<file path="src/rtl/noc_credit_tx.sv">
// Credit-based transmit stage: buffers bridge flits in a small FIFO and launches
// at most one registered flit per cycle toward the router while a credit is held.
module noc_credit_tx #(
  parameter int DATA_W  = 64,
  parameter int DEPTH   = 4,
  parameter int CREDITS = 4,
  localparam int CW = $clog2(CREDITS + 1),
  localparam int FW = $clog2(DEPTH + 1),
  localparam int PW = $clog2(DEPTH)
) (
  input  logic              clk,
  input  logic              rst,
  input  logic [DATA_W-1:0] in_data,
  input  logic              in_valid,
  output logic              in_ready,
  output logic [DATA_W-1:0] noc_data,
  output logic              noc_valid,
  input  logic              noc_credit,
  output logic [CW-1:0]     credits_avail,
  output logic [FW-1:0]     fifo_count,
  output logic              credit_err
);

  localparam logic [FW-1:0] DEPTH_C = FW'(DEPTH);
  localparam logic [CW-1:0] CRED_MAX = CW'(CREDITS);

  logic [DATA_W-1:0] mem_q [DEPTH];
  logic [PW-1:0]     wr_ptr_q, rd_ptr_q;
  logic [FW-1:0]     count_q, count_d;
  logic [CW-1:0]     cred_q, cred_d;
  logic              err_q, err_d;
  logic              valid_q;
  logic [DATA_W-1:0] data_q;
  logic              push, send;

  // in_ready comes only from the registered count, so a full FIFO never
  // accepts in the same cycle that it pops.
  assign in_ready = (count_q < DEPTH_C);
  assign push     = in_valid & in_ready;
  assign send     = (count_q != '0) & (cred_q != '0);

  always_comb begin
    count_d = count_q;
    cred_d  = cred_q;
    err_d   = err_q;
    if (push & !send) begin
      count_d = count_q + 1'b1;
    end else if (!push & send) begin
      count_d = count_q - 1'b1;
    end
    // A credit returned in the same cycle as a send cancels out.
    if (send & !noc_credit) begin
      cred_d = cred_q - 1'b1;
    end else if (noc_credit & !send) begin
      if (cred_q == CRED_MAX) begin
        err_d = 1'b1;
      end else begin
        cred_d = cred_q + 1'b1;
      end
    end
  end

  always_ff @(posedge clk or negedge rst) begin
    if (!rst) begin
      wr_ptr_q <= '0;
      rd_ptr_q <= '0;
      count_q  <= '0;
      cred_q   <= CRED_MAX;
      err_q    <= 1'b0;
      valid_q  <= 1'b0;
      data_q   <= '0;
    end else begin
      count_q <= count_d;
      cred_q  <= cred_d;
      err_q   <= err_d;
      valid_q <= send;
      if (push) wr_ptr_q <= wr_ptr_q + 1'b1;
      if (send) begin
        rd_ptr_q <= rd_ptr_q + 1'b1;
        data_q   <= mem_q[rd_ptr_q];
      end
    end
  end

  // Storage needs no reset; occupancy is tracked by count_q.
  always_ff @(posedge clk) begin
    if (push) mem_q[wr_ptr_q] <= in_data;
  end

  assign noc_data      = data_q;
  assign noc_valid     = valid_q;
  assign credits_avail = cred_q;
  assign fifo_count    = count_q;
  assign credit_err    = err_q;

  a_no_push_full: assert property (@(posedge clk) disable iff (!rst)
    push |-> (count_q < DEPTH_C));
  a_valid_had_credit: assert property (@(posedge clk) disable iff (!rst)
    valid_q |-> ($past(cred_q) != '0));
  a_count_bound: assert property (@(posedge clk) disable iff (!rst)
    count_q <= DEPTH_C);
  a_cred_bound: assert property (@(posedge clk) disable iff (!rst)
    cred_q <= CRED_MAX);

endmodule

</file>
<file path="config.mk">
export PLATFORM = sky130hd
export DESIGN_NAME = noc_credit_tx
export DESIGN_NICKNAME = d
export VERILOG_FILES = /design/src/rtl/noc_credit_tx.sv
export SDC_FILE = /design/constraint.sdc
export NUM_CORES = 1
export LEC_CHECK = 0
export ABC_AREA = 1
export BUFFER_PORTS_ARGS = -buffer_cell sky130_fd_sc_hd__buf_4
export CORE_ASPECT_RATIO = 1.25
export CORE_UTILIZATION = 58
export CTS_CLUSTER_SIZE = 30
export DETAILED_ROUTE_END_ITERATION = 16
export PLACE_DENSITY = 0.79
export SYNTH_ARGS = -nofsm -noshare
export SYNTH_HDL_FRONTEND = slang
export SYNTH_SLANG_ARGS = --single-unit
</file>
<file path="constraint.sdc">
create_clock -name clk -period 8.2 [get_ports clk]
set_input_delay 0.82 -clock clk [delete_from_list [all_inputs] [get_ports clk]]
set_output_delay 0.82 -clock clk [all_outputs]
set_load 0.01 [all_outputs]
</file>
; After elaboration in Yosys (flattened, before gate mapping)
; Memories as Yosys holds them, arrays and structs flattened. A register that Yosys moved wholly into a read port is not among the register bits.
; Index checks and enable logic that the tools add are counted.
[classes]
addsub = 6
n_lt_le_gt_ge = 1
eq_ne = 2
muxes = 7
n_bitwise = 7
reduce_logical = 10
[ops]
columns = op, count
row1 = $mux W3, 5
row2 = $add A3 B1 Y3 const B, 2
row3 = $and A1 B1 Y1, 6
row4 = $reduce_bool A3 Y1, 2
row5 = $sub A3 B1 Y3 const B, 2
row6 = $add A2 B1 Y2 const B, 2
row7 = $logic_not A1 Y1, 4
row8 = $reduce_bool A2 Y1, 2
row9 = $eq A3 B3 Y1 const B, 1
row10 = $lt A3 B3 Y1 const B, 1
row11 = $reduce_and A3 Y1, 1
row12 = $mux W1, 2
row13 = $ne A2 B2 Y1 const B, 1
row14 = $reduce_and A2 Y1, 1
row15 = $not A1 Y1, 1
[word_totals]
ff_bits = 12
ramBits = 256
input_bits = 68
output_inout_bits = 73
elab_cells = 40
mem_count = 1
[mem_list]
columns = memory, depth, word_bits, read_ports, rd_clocked_by_memory_dff, wr, line_no
row1 = mem_q, 4, 64, 1, 1, 1, 27  ; logic [DATA_W-1:0] mem_q [DEPTH];

; Depth between registers and ports, before layout
; Gate-level depths: netlist of run 1.
[depth]
depth_word = 6
depth_mapped = 12
depth_no_buf = 11

; Worst setup path after synthesis of run 1
; No wires, ideal clock.
[synth_path]
kind = input to register
start = input port in_valid
end = memory mem_q[0][0], enable pin
setup_ps = 487
t_arrival_ps = 3641
t_required_ps = 7713
setup_slack_ps = 4072
path_stages = 2
path_buffers = 0
cell_sequence = nand2_1 -> nor2_1
[synth_via]
elab_chain_cells = 3
[synth_lines]
columns = element, line_no
row1 = start: declaration, 14  ; input logic in_valid,
row2 = $and A1 B1 Y1, 39  ; assign push = in_valid & in_ready;
row3 = $mux W1, 87  ; if (push) mem_q[wr_ptr_q] <= in_data;
row4 = $mux W1 (implied by the code), 87
row5 = end: declaration, 27
; Every way passes these cells.

; Final worst setup path of run 1
[layout_path]
start = register cred_q[2] (netlist: credits_avail[2])
end = register cred_q[2] (netlist: credits_avail[2])
[layout_via]
elab_chain_cells = 6
[layout_lines]
columns = element, line_no
row1 = start: declaration, 30  ; logic [CW-1:0] cred_q, cred_d;
row2 = start signal: assignment, 74  ; cred_q <= cred_d;
row3 = branches (longest 6 deep; another with $add A3 B1 Y3), --
; Several ways; the timed one is not identified. The select of a mux whose other input is x is not followed.
; A chain may end at the register's enable or synchronous reset.

==> Flow_metrics.wiki, run 1 <==
{| class="wikitable"
! Metric !! Value
|-
| Summed instance area of the synthesized netlist || about 14000 sq um
|-
| Switching Share || a little over a third
|-
| Max transition margin || 30.02%
|-
| Critical Path Fanout Max || 70
|-
| TritonCTS clock tree || done
|-
| Dominant synthesized flop cell || edfxtp_1
|-
| Worst endpoint required time || between 8 and 9 ns
|-
| Via count of the first global-routing pass || 9123
|-
| Worst min-delay path category || primary input to async pin
|-
| Global placement routability congestion || approximately 0.72
|-
| Total grt overflow || 0
|-
| First-pass GRT wire length || around 44 mm
|-
| Transition at the pin with the smallest max-transition slack || around 1.0 ns
|-
| Relative contribution of the clock network to total power || between 20% and 30%
|-
| Seq/Total Area, Yosys || 69.18%
|-
| Number of flops mapped to enable cells by yosys || approximately 260
|-
| Startpoint of the most critical register-to-register path || credits_avail[2]
|-
| Root cell of the clock tree || clkbuf_16
|-
| Number of design rule violations left after detail routing || 0
|-
| Slowest Stage Delay on Critical Path || approximately 0.64 ns
|-
| Post-layout nets || between 1500 and 2000
|-
| Setup repair after global routing missed its margin || false
|-
| Critical path type || flop to flop
|-
| Violation count after the first detailed-route iteration || just under 500
|-
| Family with the most delay on the worst path || buffers and inverters
|-
| WP depth || 12
|-
| Proportion of register bits with asynchronous set or reset after synthesis || 22.89%
|-
| Total vias in the final route || approximately 9100
|-
| Total Wirelength || ~27 mm
|-
| Max Clk Rate || between 300 and 400 MHz
|-
| Data arrival time of the critical path || 3.80 ns
|-
| Hold Vio Cnt, Final || 0
|-
| Worst hold margin || around 0.47 ns
|-
| Number of setup buffers added after CTS || 0
|-
| Clock transition at path regs || approximately 0.060 ns
|-
| Fraction of layout instances using a drive strength above 1 || 14.16%
|-
| Clock Sinks || around 330
|-
| Slack of the worst reg-to-reg path || 4.90 ns
|-
| DIE WIDTH || about 140 um
|-
| Total nets after synthesis || approximately 1400
|-
| Crit path cell chain || inv_2 > nand2_2 > nand2_4 > inv_2 > buf_4 > ha_1 > inv_1 > fa_1 > nand3b_1 > nand2_1 > nand2_1 > nand2_1
|-
| Post-synthesis average cell area || roughly 10 sq um
|-
| Worst clock skew on the final layout || about 0.0094 ns
|-
| Final routed wire length divided by cell count || about 15 um
|-
| Die Y-Extent || around 170 um
|-
| Htree depth || 1
|-
| Final max-slew violation count || 0
|-
| Router iterations before antenna repair || 5
|-
| Number of rows in the core area || 62
|-
| Critical path capture point type || flop
|-
| Count of port buffers added during placement || 140
|-
| Last element of the critical path || credits_avail[2]
|-
| ANT nets after route || 0
|-
| Status || completed
|-
| Part of the cycle the worst path needs || between 40 and 50%
|-
| Cell depth of the worst flop-to-flop path || 12
|-
| P&R area growth vs syn || 16.07%
|-
| Skew-Pair Late Insertion Delay || ~0.55 ns
|-
| Sum of net half-perimeters after detailed placement || 14.61 mm
|-
| Worst voltage drop across the vdd grid || 0.2601 mV
|-
| Internal cell power || between 3000 and 4000 uW
|-
| Vias per cell || roughly 5.1
|-
| Number of top-level pins || ~140
|-
| Number of distinct standard cells referenced by the synthesized netlist || 25
|-
| Overall Global Routing Usage || a little under a quarter
|-
| Cts bufs inserted || 31
|-
| Maximum number of pins on one net before global-route repair || 81
|-
| Total of max-cap violations || 0
|-
| Antenna Diode Count || 0
|-
| Count of synthesis-stage warnings from yosys || 0
|-
| Leakage || around 0.0077 uW
|-
| Type of element launching the critical path || flop
|-
| Power Dens Cells || between 300 and 400 nW/um^2
|-
| Overall die area || about 25000 sq um
|-
| Maximum buffer depth of the clock tree || 3
|-
| Total setup violations reported at the end of the flow || 0
|-
| Slowest cell on the critical path || buf_4
|-
| Final total negative setup slack || 0 ns
|-
| Critical path's most frequent cell || nand2_1
|-
| Placeable core region || around 23000 sq um
|-
| Number of instances in the synthesized netlist || roughly 1400
|-
| Logic pwr share || about a third
|-
| Switching power || 2169 uW
|-
| Critical path buffers and inverters || 4
|-
| Crit path launch || credits_avail[2]
|-
| Initial antenna violation count || 0
|-
| Minimum clock period after layout || between 3 and 4 ns
|-
| Terminus of the critical flop-to-flop path || credits_avail[2]
|-
| Part of the power in registers || just over 40%
|-
| Hold-fix buffers, CTS || 0
|-
| Starting density of the core || between 50% and 60%
|-
| Post-cts repair resize count || 0
|-
| Flop and latch count out of synthesis || 332
|}
## synth_stat cells (2+ instances only)
master / n / area share (%)
nand3_1: 131 / 4.7
buf_2: 25 / 0.90
fa_1: 2 / 0.29
xor2_1: 3 / 0.19
nand2_1: 530 / 14
inv_2: 4 / 0.11
buf_1: 2 / 0.054
buf_6: 7 / 0.57
inv_1: 272 / 7.4
ha_1: 7 / 0.63
nand3b_1: 2 / 0.11
dfrtp_1: 75 / 14
clkbuf_1: 11 / 0.30
buf_4: 10 / 0.54
o21ai_0: 2 / 0.072
xnor2_1: 2 / 0.13
edfxtp_1: 256 / 55
nor2_1: 5 / 0.14
## worst min-delay path by stage
stage	end	from
final	noc_data[22]	rst
after global routing	mem_q[0][34]	in_data[34]
after CTS	mem_q[0][57]	in_data[57]
after detailed placement	noc_data[21]	noc_data[21]
after global placement	noc_data[15]	noc_data[15]
after floorplan	credits_avail[2]	credits_avail[2]
## registers in the layout (all words and copies together) (netlist names)
signal         count
noc_data          64
fifo_count         3
noc_valid          1
credit_err         1
wr_ptr_q           2
mem_q            256
rd_ptr_q           2
credits_avail      3
## layout by cell type, fill, tap and decap left out
cell type,count
nor2_1,1
clkbuf_16,31
a31o_2,1
ha_1,7
inv_1,272
o21ai_0,2
clkbuf_8,7
dfrtp_2,1
inv_4,1
nand2_4,1
dfrtp_1,73
dfrtp_4,1
o21ai_1,1
buf_4,149
fa_1,2
xnor2_1,2
clkinv_1,1
dfstp_2,1
clkbuf_1,8
mux2_2,1
clkinv_2,4
xor2_1,3
nand3b_1,2
clkinv_4,1
nor2_4,4
bufinv_16,3
nand2_2,1
nand2_1,530
edfxtp_1,256
inv_2,3
nand3_1,131
nor2_2,1
clkinvlp_4,2
## power by group through the flow
| stage | logic (uW) | registers [uW] | clock network, uW |
|---|---|---|---|
| 2_1_floorplan | 1380 | 2500 | 0 |
| 3_3_place_gp | 2040 | 2450 | 0 |
| 3_5_place_dp | 2110 | 2460 | 0 |
| 4_1_cts | 2130 | 2430 | 1460 |
| 5_1_grt | 2370 | 2470 | 1520 |
| 6_report | 2110 | 2430 | 1440 |
## final cells by class
class                      count  area (sq um)
inverter                     276          1039
clock inverter                11         137.6
clock buffer                  46         902.1
tap                          288         360.3
timing repair buffer         149          1119
multi-input combinational    690          2939
fill                        1613          7103
sequential                   332          9595
## routing by layer
| layer | vias to the layer above | GRT usage [%] | wire [um] |
|---|---|---|---|
| met5 | - | 0 | 0 |
| met3 | 57 | 3.974 | 1664 |
| li1 | 4424 | - | - |
| met4 | 0 | 9.570 | 767 |
| met2 | 281 | 41.40 | 14410 |
| met1 | 4384 | 27.88 | 10640 |
## cell families (layout without fill, tap and decap cells)
logic type / after synthesis / after routing / share of synthesized area (%)
AO/OA/AOI/OAI: 4 / 4 / 0.1715
XOR/XNOR: 5 / 5 / 0.3159
adder cells (fa/ha/maj): 9 / 9 / 0.9206
buffers and inverters: 331 / 482 / 9.838
flip-flops: 332 / 332 / 69.18
multiplexers: 1 / 1 / 0.08122
AND/OR/NAND/NOR: 671 / 671 / 19.49
## stage by stage
stage	power, uW	setup slack, ns	util, %	cell area (sq um)	cells
CTS	6015	4.902	69.38	16090	1792
floorplan	3878	4.072	-	13860	1353
detailed placement	4568	4.920	64.89	15050	1735
finish	5979	4.896	69.38	16090	1792
global placement	4492	5.021	64.89	15050	1735
global route	6361	4.702	69.38	16090	1792
Power figures use the tool's default switching activity.
==> run 2: changes to the inputs <==
--- a/config.mk
+++ b/config.mk
@@ -5,13 +5,13 @@
 export SDC_FILE = /design/constraint.sdc
 export NUM_CORES = 1
 export LEC_CHECK = 0
-export ABC_AREA = 1
+export ABC_AREA = 0
 export BUFFER_PORTS_ARGS = -buffer_cell sky130_fd_sc_hd__buf_4
 export CORE_ASPECT_RATIO = 1.25
-export CORE_UTILIZATION = 58
+export CORE_UTILIZATION = 52
 export CTS_CLUSTER_SIZE = 30
 export DETAILED_ROUTE_END_ITERATION = 16
-export PLACE_DENSITY = 0.79
+export PLACE_DENSITY = 0.75
 export SYNTH_ARGS = -nofsm -noshare
 export SYNTH_HDL_FRONTEND = slang
 export SYNTH_SLANG_ARGS = --single-unit
==> constraint.sdc (replaced) <==
create_clock -name clk -period 2.9 [get_ports clk]
set_input_delay 0.29 -clock clk [delete_from_list [all_inputs] [get_ports clk]]
set_output_delay 0.29 -clock clk [all_outputs]
set_load 0.01 [all_outputs]
==> run 2 against run 1 <==
- the run now ends with hold timing left
- combinational power increased by 140%
- critical endpoint unchanged
- largest cell class unchanged
- worst hold slack got worse by 0.49 ns
- largest power group unchanged
- global-route usage fell by 2.5 points
- critical path type unchanged
- via count shrank 35%
- critical path depth fell by 5
- first-iteration DRC count is 39% lower
- total power rose to 2.7 times the previous value
- highest routed layer unchanged
- non-clock buffer count rose by 72
- cell area fell by 3.2%
- setup slack lost 4.6 ns
- clock skew is 0.011 ns higher
- area after synthesis down 11%
==> Flow_metrics.wiki, run 2 <==
{| class="wikitable"
! Metric !! Value
|-
| Minimum clock period after layout || 2.594 ns (-0.7107 ns)
|-
| Total grt overflow || 0 (unchanged)
|-
| Final routed wire length divided by cell count || 22.47 um (+47%)
|-
| Met3 Routed Length || 1.058 mm (-36%)
|-
| Dominant synthesized flop cell || edfxtp_1
|-
| Worst clock skew on the final layout || 0.02042 ns (+0.01097 ns)
|-
| Worst voltage drop across the vdd grid || 0.6415 mV (+150%)
|-
| Family with the most delay on the worst path || adder cells
|-
| Seq/Total Area, Yosys || 77.38% (+8.2 points)
|-
| Wire length on met1 || 9.568 mm (-10%)
|-
| Number of design rule violations left after detail routing || 0 (unchanged)
|-
| Maximum number of pins on one net before global-route repair || 69 (-15%)
|-
| Total nets after synthesis || 610 (-57%)
|-
| Commonest cells after routing, fill and taps aside || edfxtp_1, buf_4, dfrtp_1
|-
| Data arrival time of the critical path || 2.99 ns (-0.81 ns)
|-
| Setup repair after global routing missed its margin || false
|-
| Part of the cycle the worst path needs || 89.44% (+49 points)
|-
| Type of element launching the critical path || flop
|-
| Ranking of synthesized cells by area || edfxtp_1, dfrtp_1, mux4_2
|-
| Slowest Stage Delay on Critical Path || 0.61 ns (-0.03 ns)
|-
| Proportion of register bits with asynchronous set or reset after synthesis || 22.89% (unchanged)
|-
| Most frequent cells after synthesis || edfxtp_1, dfrtp_1, mux4_2, mux2_2, mux2_4
|-
| Cell count after placement || 956 (-45%)
|-
| Max transition margin || 28.60% (-1.4 points)
|-
| Number of flops mapped to enable cells by yosys || 256 (unchanged)
|-
| First-pass GRT wire length || 37.67 mm (-15%)
|-
| ANT nets after route || 0 (unchanged)
|-
| Global placement routability congestion || 0.7615 (+6.3%)
|-
| Worst endpoint required time || 3.30 ns (-5.39 ns)
|-
| Cts bufs inserted || 34 (+9.7%)
|-
| Htree depth || 2 (+1)
|-
| DIE WIDTH || 140.1 um (-0.14%)
|-
| Flop and latch count out of synthesis || 332 (unchanged)
|-
| Power Dens Cells || 1043 nW/um^2 (+180%)
|-
| Clock Sinks || 332 (unchanged)
|-
| Number of setup buffers added after CTS || 0 (unchanged)
|-
| Violation count after the first detailed-route iteration || 296 (-39%)
|-
| Failing checks || hold timing
|-
| Number of rows in the core area || 62 (unchanged)
|-
| Number of distinct standard cells referenced by the synthesized netlist || 31 (+24%)
|-
| Total setup violations reported at the end of the flow || 0 (unchanged)
|-
| Core utilization of the finished layout || 67.16% (-2.2 points)
|-
| Fraction of layout instances using a drive strength above 1 || 43.63% (+29 points)
|-
| Summed instance area of the synthesized netlist || 12390 sq um (-11%)
|-
| Starting density of the core || 53.44% (-6.3 points)
|-
| Post-layout worst setup margin || 0.3063 ns (-4.589 ns)
|-
| Final max-slew violation count || 0 (unchanged)
|-
| Final total negative setup slack || 0 ns (unchanged)
|-
| Via count of the first global-routing pass || 6810 (-25%)
|-
| Critical path buffers and inverters || 1 (-3)
|-
| Top cell type by total area after synthesis || edfxtp_1
|-
| Placement Setup Slack || 0.3250 ns (-4.595 ns)
|-
| Worst hold margin || -0.02161 ns (-0.4893 ns)
|-
| Register name with the most flops || mem_q
|-
| Critical path type || flop to flop
|-
| Number of top-level pins || 141 (unchanged)
|-
| Overall die area || 24460 sq um (-0.28%)
|-
| Count of placed standard cells in the final layout, fillers left out || 1083 (-40%)
|-
| Critical Path Fanout Max || 22 (-69%)
|-
| Vias per cell || 5.531 (+8.4%)
|-
| Transition at the pin with the smallest max-transition slack || 1.071 ns (+0.02129 ns)
|-
| Worst min-delay path category || primary input to async pin
|-
| Highest Signal Layer || met4
|-
| Router iterations before antenna repair || 4 (-1)
|-
| Placeable core region || 23190 sq um (unchanged)
|-
| Critical path capture point type || flop
|-
| Initial antenna violation count || 2 (+2)
|-
| Post-layout nets || 845 (-46%)
|-
| Number of instances in the synthesized netlist || 533 (-61%)
|-
| P&R area growth vs syn || 25.68%
|-
| TritonCTS clock tree || done
|-
| Max reg flops || 256 (unchanged)
|-
| Count of synthesis-stage warnings from yosys || 0 (unchanged)
|-
| Length of routed met2 wiring || 13.19 mm (-8.4%)
|-
| Total of max-cap violations || 0 (unchanged)
|-
| Total Wirelength || 24.34 mm (-11%)
|-
| Commonest non-fill, non-tap cell in the layout || edfxtp_1
|-
| Status || finished, violations left
|-
| Maximum buffer depth of the clock tree || 3 (unchanged)
|-
| Skew-Pair Late Insertion Delay || 0.50 ns (-0.05 ns)
|-
| Crit path cell chain || o21a_4 > ha_1 > inv_1 > fa_1 > or2_2 > o21ai_0 > a31oi_1
|-
| Total vias in the final route || 5990 (-35%)
|-
| Cell with the most instances after synthesis || edfxtp_1
|-
| Post-synthesis average cell area || 23.25 sq um (+130%)
|-
| Die Y-Extent || 174.6 um (-0.14%)
|-
| Leakage || 0.005787 uW (-25%)
|-
| Slowest cell on the critical path || dfstp_2
|-
| Max Clk Rate || 385.5 MHz (+27%)
|-
| Overall Global Routing Usage || 20.75% (-2.5 points)
|-
| Area share of the leading cell type in the synthesized netlist || 62.02% (+6.6 points)
|-
| Clock transition at path regs || 0.06 ns (about the same)
|-
| Hold Vio Cnt, Final || 6 (+6)
|-
| Root cell of the clock tree || clkbuf_16
|-
| Sum of net half-perimeters after detailed placement || 14.09 mm (-3.5%)
|-
| Count of port buffers added during placement || 140 (unchanged)
|-
| Post-cts repair resize count || 0 (unchanged)
|}
==> run 2: changes by cell type after synthesis, moves of 27 or more <==
cell	before	now
nand2_1	530	2
inv_1	272	10
nand3_1	131	0
mux4_2	0	64
mux2_2	1	38
mux2_4	0	27
==> run 2: kinds of logic (layout without fill, tap and decap cells) <==
kind of cell,count (synthesis),count (layout),synth area share [%]
simple gates,13,13,0.5957
other cells,0,2,0
buf+inv,32,292,1.544
fa+ha+maj,9,9,1.030
xor+xnor,7,7,0.4947
flops,332,332,77.38
compound gates,11,11,0.6058
mux,129,129,18.35
==> run 2: final timing paths <==
kind | cells after the start | endpoint | from | slack [ns]
max | 7 | credits_avail[2] | credits_avail[2] | 0.31
min | 1 | noc_data[58] | rst | -0.02
max reg2reg | 7 | credits_avail[2] | credits_avail[2] | 0.31
min reg2reg | 1 | credit_err | credit_err | 0.51
max in group asynchronous | 1 | rd_ptr_q[1] | rst | 2.08
min in group clk | 3 | credit_err | noc_credit | 0.25
==> run 2: timing repair <==
action	4_1_cts	5_1_grt
endpoints found under the setup margin	0	0
hold endpoints to repair	252	0
hold buffers	64	0
==> run 2: layout make-up <==
type | instances | area (sq um)
flip-flops and latches | 332 | 9598
fillers | 1496 | 7617
multi-input cells | 169 | 2629
repair buffers | 221 | 1869
clock buffers | 49 | 958.4
well taps | 288 | 360.3
clock inverters | 12 | 120.1
inverters | 10 | 37.54
diodes | 2 | 5.005
==> run 2: where the power goes <==
| part | internal (uW) | switching [uW] |
|---|---|---|
| sequential | 6280 | 717 |
| combinational | 2920 | 2150 |
| clock | 2490 | 1690 |
==> run 2: worst reg2reg max path, stage by stage, from the launching register on <==
cell,delay (ns)
dfstp_2,0.61
o21a_4,0.43
ha_1,0.34
inv_1,0.10
fa_1,0.44
or2_2,0.31
o21ai_0,0.17
a31oi_1,0.12
==> run 2: metal layers <==
layer  vias to the layer above  GRT usage (%)
li1                       2617              -
met1                      3171          24.70
met2                       157          38.04
met3                        45          3.974
met4                         0          6.364
met5                         -              0
==> run 2: through the flow <==
step                power (uW)  instance area [sq um]  hold slack (ns)
finish                   16250                  15580         -0.02161
global route             16970                  15580          0.04752
CTS                      16440                  15570          0.01131
detailed placement       12140                  13850           0.4926
global placement         11910                  13850           0.4888
floorplan                10290                  12390        -0.005591
==> run 3: changes to the inputs <==
--- a/config.mk
+++ b/config.mk
@@ -8,10 +8,11 @@
 export ABC_AREA = 0
 export BUFFER_PORTS_ARGS = -buffer_cell sky130_fd_sc_hd__buf_4
 export CORE_ASPECT_RATIO = 1.25
-export CORE_UTILIZATION = 52
+export CORE_UTILIZATION = 54
+export CTS_BUF_LIST = sky130_fd_sc_hd__clkbuf_4
 export CTS_CLUSTER_SIZE = 30
 export DETAILED_ROUTE_END_ITERATION = 16
-export PLACE_DENSITY = 0.75
+export PLACE_DENSITY = 0.77
 export SYNTH_ARGS = -nofsm -noshare
 export SYNTH_HDL_FRONTEND = slang
 export SYNTH_SLANG_ARGS = --single-unit
==> run 3 against run 2 <==
- cell area about the same
- sequential share of layout area about the same
- combinational power about the same
- die area decreased by 3.7%
- critical path type unchanged
- count of clock-buffer cells in the layout increased by 69
- wire length decreased by 0.87%
- the run now ends clean
- final cell count increased by 7.9%
- sequential cell count unchanged
- largest power group unchanged
- clock power decreased by 12%
- setup slack improved by 0.26 ns
- clock skew increased by 0.019 ns
==> Flow_metrics.wiki, run 3 (same netlist as run 2, synthesis figures left out) <==
{| class="wikitable"
! Metric !! Value
|-
| Status || completed
|-
| Fraction of layout instances using a drive strength above 1 || 48.08% (+4.4 points)
|-
| P&R area growth vs syn || 25.60% (about the same)
|-
| Maximum number of pins on one net before global-route repair || 64 (-7.2%)
|-
| Sum of net half-perimeters after detailed placement || 14.09 mm (about the same)
|-
| TritonCTS clock tree || done
|-
| Worst endpoint required time || 3.49 ns (+0.19 ns)
|-
| Overall Global Routing Usage || 21.73% (+0.98 points)
|-
| Worst voltage drop across the vdd grid || 0.5942 mV (-7.4%)
|-
| Max reg flops || 256 (unchanged)
|-
| Max Clk Rate || 427.6 MHz (+11%)
|-
| Critical path type || flop to flop
|-
| Overall die area || 23570 sq um (-3.7%)
|-
| Global placement routability congestion || 0.7301 (-4.1%)
|-
| Total vias in the final route || 6259 (+4.5%)
|-
| Setup repair after global routing missed its margin || false
|-
| Via count of the first global-routing pass || 7021 (+3.1%)
|-
| ANT nets after route || 0 (unchanged)
|-
| Worst clock skew on the final layout || 0.03922 ns (+0.01880 ns)
|-
| Worst min-delay path category || primary input to flop
|-
| Die Y-Extent || 171.4 um (-1.8%)
|-
| Commonest non-fill, non-tap cell in the layout || edfxtp_1
|-
| Final routed wire length divided by cell count || 20.64 um (-8.2%)
|-
| Power Dens Cells || 1012 nW/um^2 (-3.0%)
|-
| Vias per cell || 5.354 (-3.2%)
|-
| Commonest cells after routing, fill and taps aside || edfxtp_1, buf_4, clkbuf_4
|-
| Register name with the most flops || mem_q
|-
| Total of max-cap violations || 0 (unchanged)
|-
| Post-cts repair resize count || 0 (unchanged)
|-
| Critical Path Fanout Max || 13 (-41%)
|-
| DIE WIDTH || 137.5 um (-1.8%)
|-
| Hold-fix buffers, CTS || 66 (+3.1%)
|-
| Post-layout nets || 893 (+5.7%)
|-
| Minimum clock period after layout || 2.338 ns (-0.2553 ns)
|-
| Clock Sinks || 332 (unchanged)
|-
| Total grt overflow || 0 (unchanged)
|-
| Leakage || 0.005881 uW (+1.6%)
|-
| Type of element launching the critical path || flop
|-
| Violation count after the first detailed-route iteration || 241 (-19%)
|-
| Total setup violations reported at the end of the flow || 0 (unchanged)
|-
| Hold Vio Cnt, Final || 0 (-6)
|-
| Cell count after placement || 951 (-0.52%)
|-
| Final total negative setup slack || 0 ns (unchanged)
|-
| Critical path capture point type || flop
|-
| Count of port buffers added during placement || 140 (unchanged)
|-
| Number of design rule violations left after detail routing || 0 (unchanged)
|-
| Router iterations before antenna repair || 4 (unchanged)
|-
| Number of top-level pins || 141 (unchanged)
|-
| Max transition margin || 38.09% (+9.5 points)
|-
| Maximum buffer depth of the clock tree || 3 (unchanged)
|-
| Final max-slew violation count || 0 (unchanged)
|-
| Number of setup buffers added after CTS || 0 (unchanged)
|-
| Placeable core region || 22360 sq um (-3.6%)
|-
| Cts bufs inserted || 80 (+140%)
|-
| Skew-Pair Late Insertion Delay || 0.68 ns (+0.18 ns)
|-
| Clock transition at path regs || 0.06 ns (about the same)
|-
| Initial antenna violation count || 1 (-1)
|-
| Number of rows in the core area || 61 (-1.6%)
|-
| Htree depth || 3 (+1)
|-
| Root cell of the clock tree || clkbuf_4
|-
| Part of the cycle the worst path needs || 80.64% (-8.8 points)
|-
| First-pass GRT wire length || 37.18 mm (-1.3%)
|-
| Transition at the pin with the smallest max-transition slack || 0.9287 ns (-0.1423 ns)
|-
| Data arrival time of the critical path || 2.93 ns (-0.06 ns)
|-
| Count of placed standard cells in the final layout, fillers left out || 1169 (+7.9%)
|-
| Overall power || 15760 uW (-3.0%)
|-
| Total Wirelength || 24.13 mm (-0.87%)
|-
| Starting density of the core || 55.42% (+2.0 points)
|}
## run 3: area by class of cell
type,instances,area (sq um)
Sequential cell,332,9598
Antenna cell,2,5.005
Timing Repair Buffer,223,1914
Inverter,10,37.54
Fill cell,1389,6795
Clock buffer,118,885.9
Tap cell,283,354.1
Multi-Input combinational cell,169,2629
Clock inverter,32,143.9
## run 3: worst paths after layout
check / start / to / slack (ns) / depth (start not counted)
max reg2reg: credits_avail[0] / credits_avail[2] / 0.56 / 8
max: credits_avail[0] / credits_avail[2] / 0.56 / 8
min reg2reg: credit_err / credit_err / 0.50 / 1
min in group asynchronous: rst / noc_data[54] / 0.30 / 2
min: in_valid / wr_ptr_q[0] / 0.19 / 3
max in group asynchronous: rst / noc_data[26] / 1.77 / 3
## run 3: metal layers
| metal | global-route usage, % | routed length (um) | vias to the layer above | share of wire, % |
|---|---|---|---|---|
| met3 | 5.629 | 1378 | 40 | 5.7 |
| met5 | 0 | 0 | - | 0 |
| met1 | 25.15 | 9333 | 3231 | 39 |
| li1 | - | - | 2790 | - |
| met4 | 9.126 | 488 | 0 | 2.0 |
| met2 | 38.04 | 12930 | 198 | 54 |
## run 3: stage by stage
stage / util (%) / area, sq um / worst slack, ns / hold slack, ns
2_1_floorplan: - / 12390 / 0.1677 / -0.005591
3_3_place_gp: 62.03 / 13870 / 0.6925 / 0.4823
3_5_place_dp: 62.03 / 13870 / 0.5754 / 0.4844
4_1_cts: 69.59 / 15560 / 0.5618 / 0.1153
5_1_grt: 69.61 / 15570 / 0.3849 / 0.1506
6_report: 69.61 / 15570 / 0.5616 / 0.1922
## run 3: where the power goes
part	leakage (uW)	internal [uW]	switching [uW]
combinational	0.00207	2950	2130
clock	0.000600	1890	1780
sequential	0.00321	6280	726
total	0.00588	11100	4640
## run 3: critical path, cell delays in order (launching register included)
cell and delay, ns:
dfrtp_1 0.45, or2_2 0.19, o21a_4 0.26, ha_1 0.29, inv_1 0.09, fa_1 0.43
or2_2 0.29, o21ai_0 0.14, a31oi_1 0.10
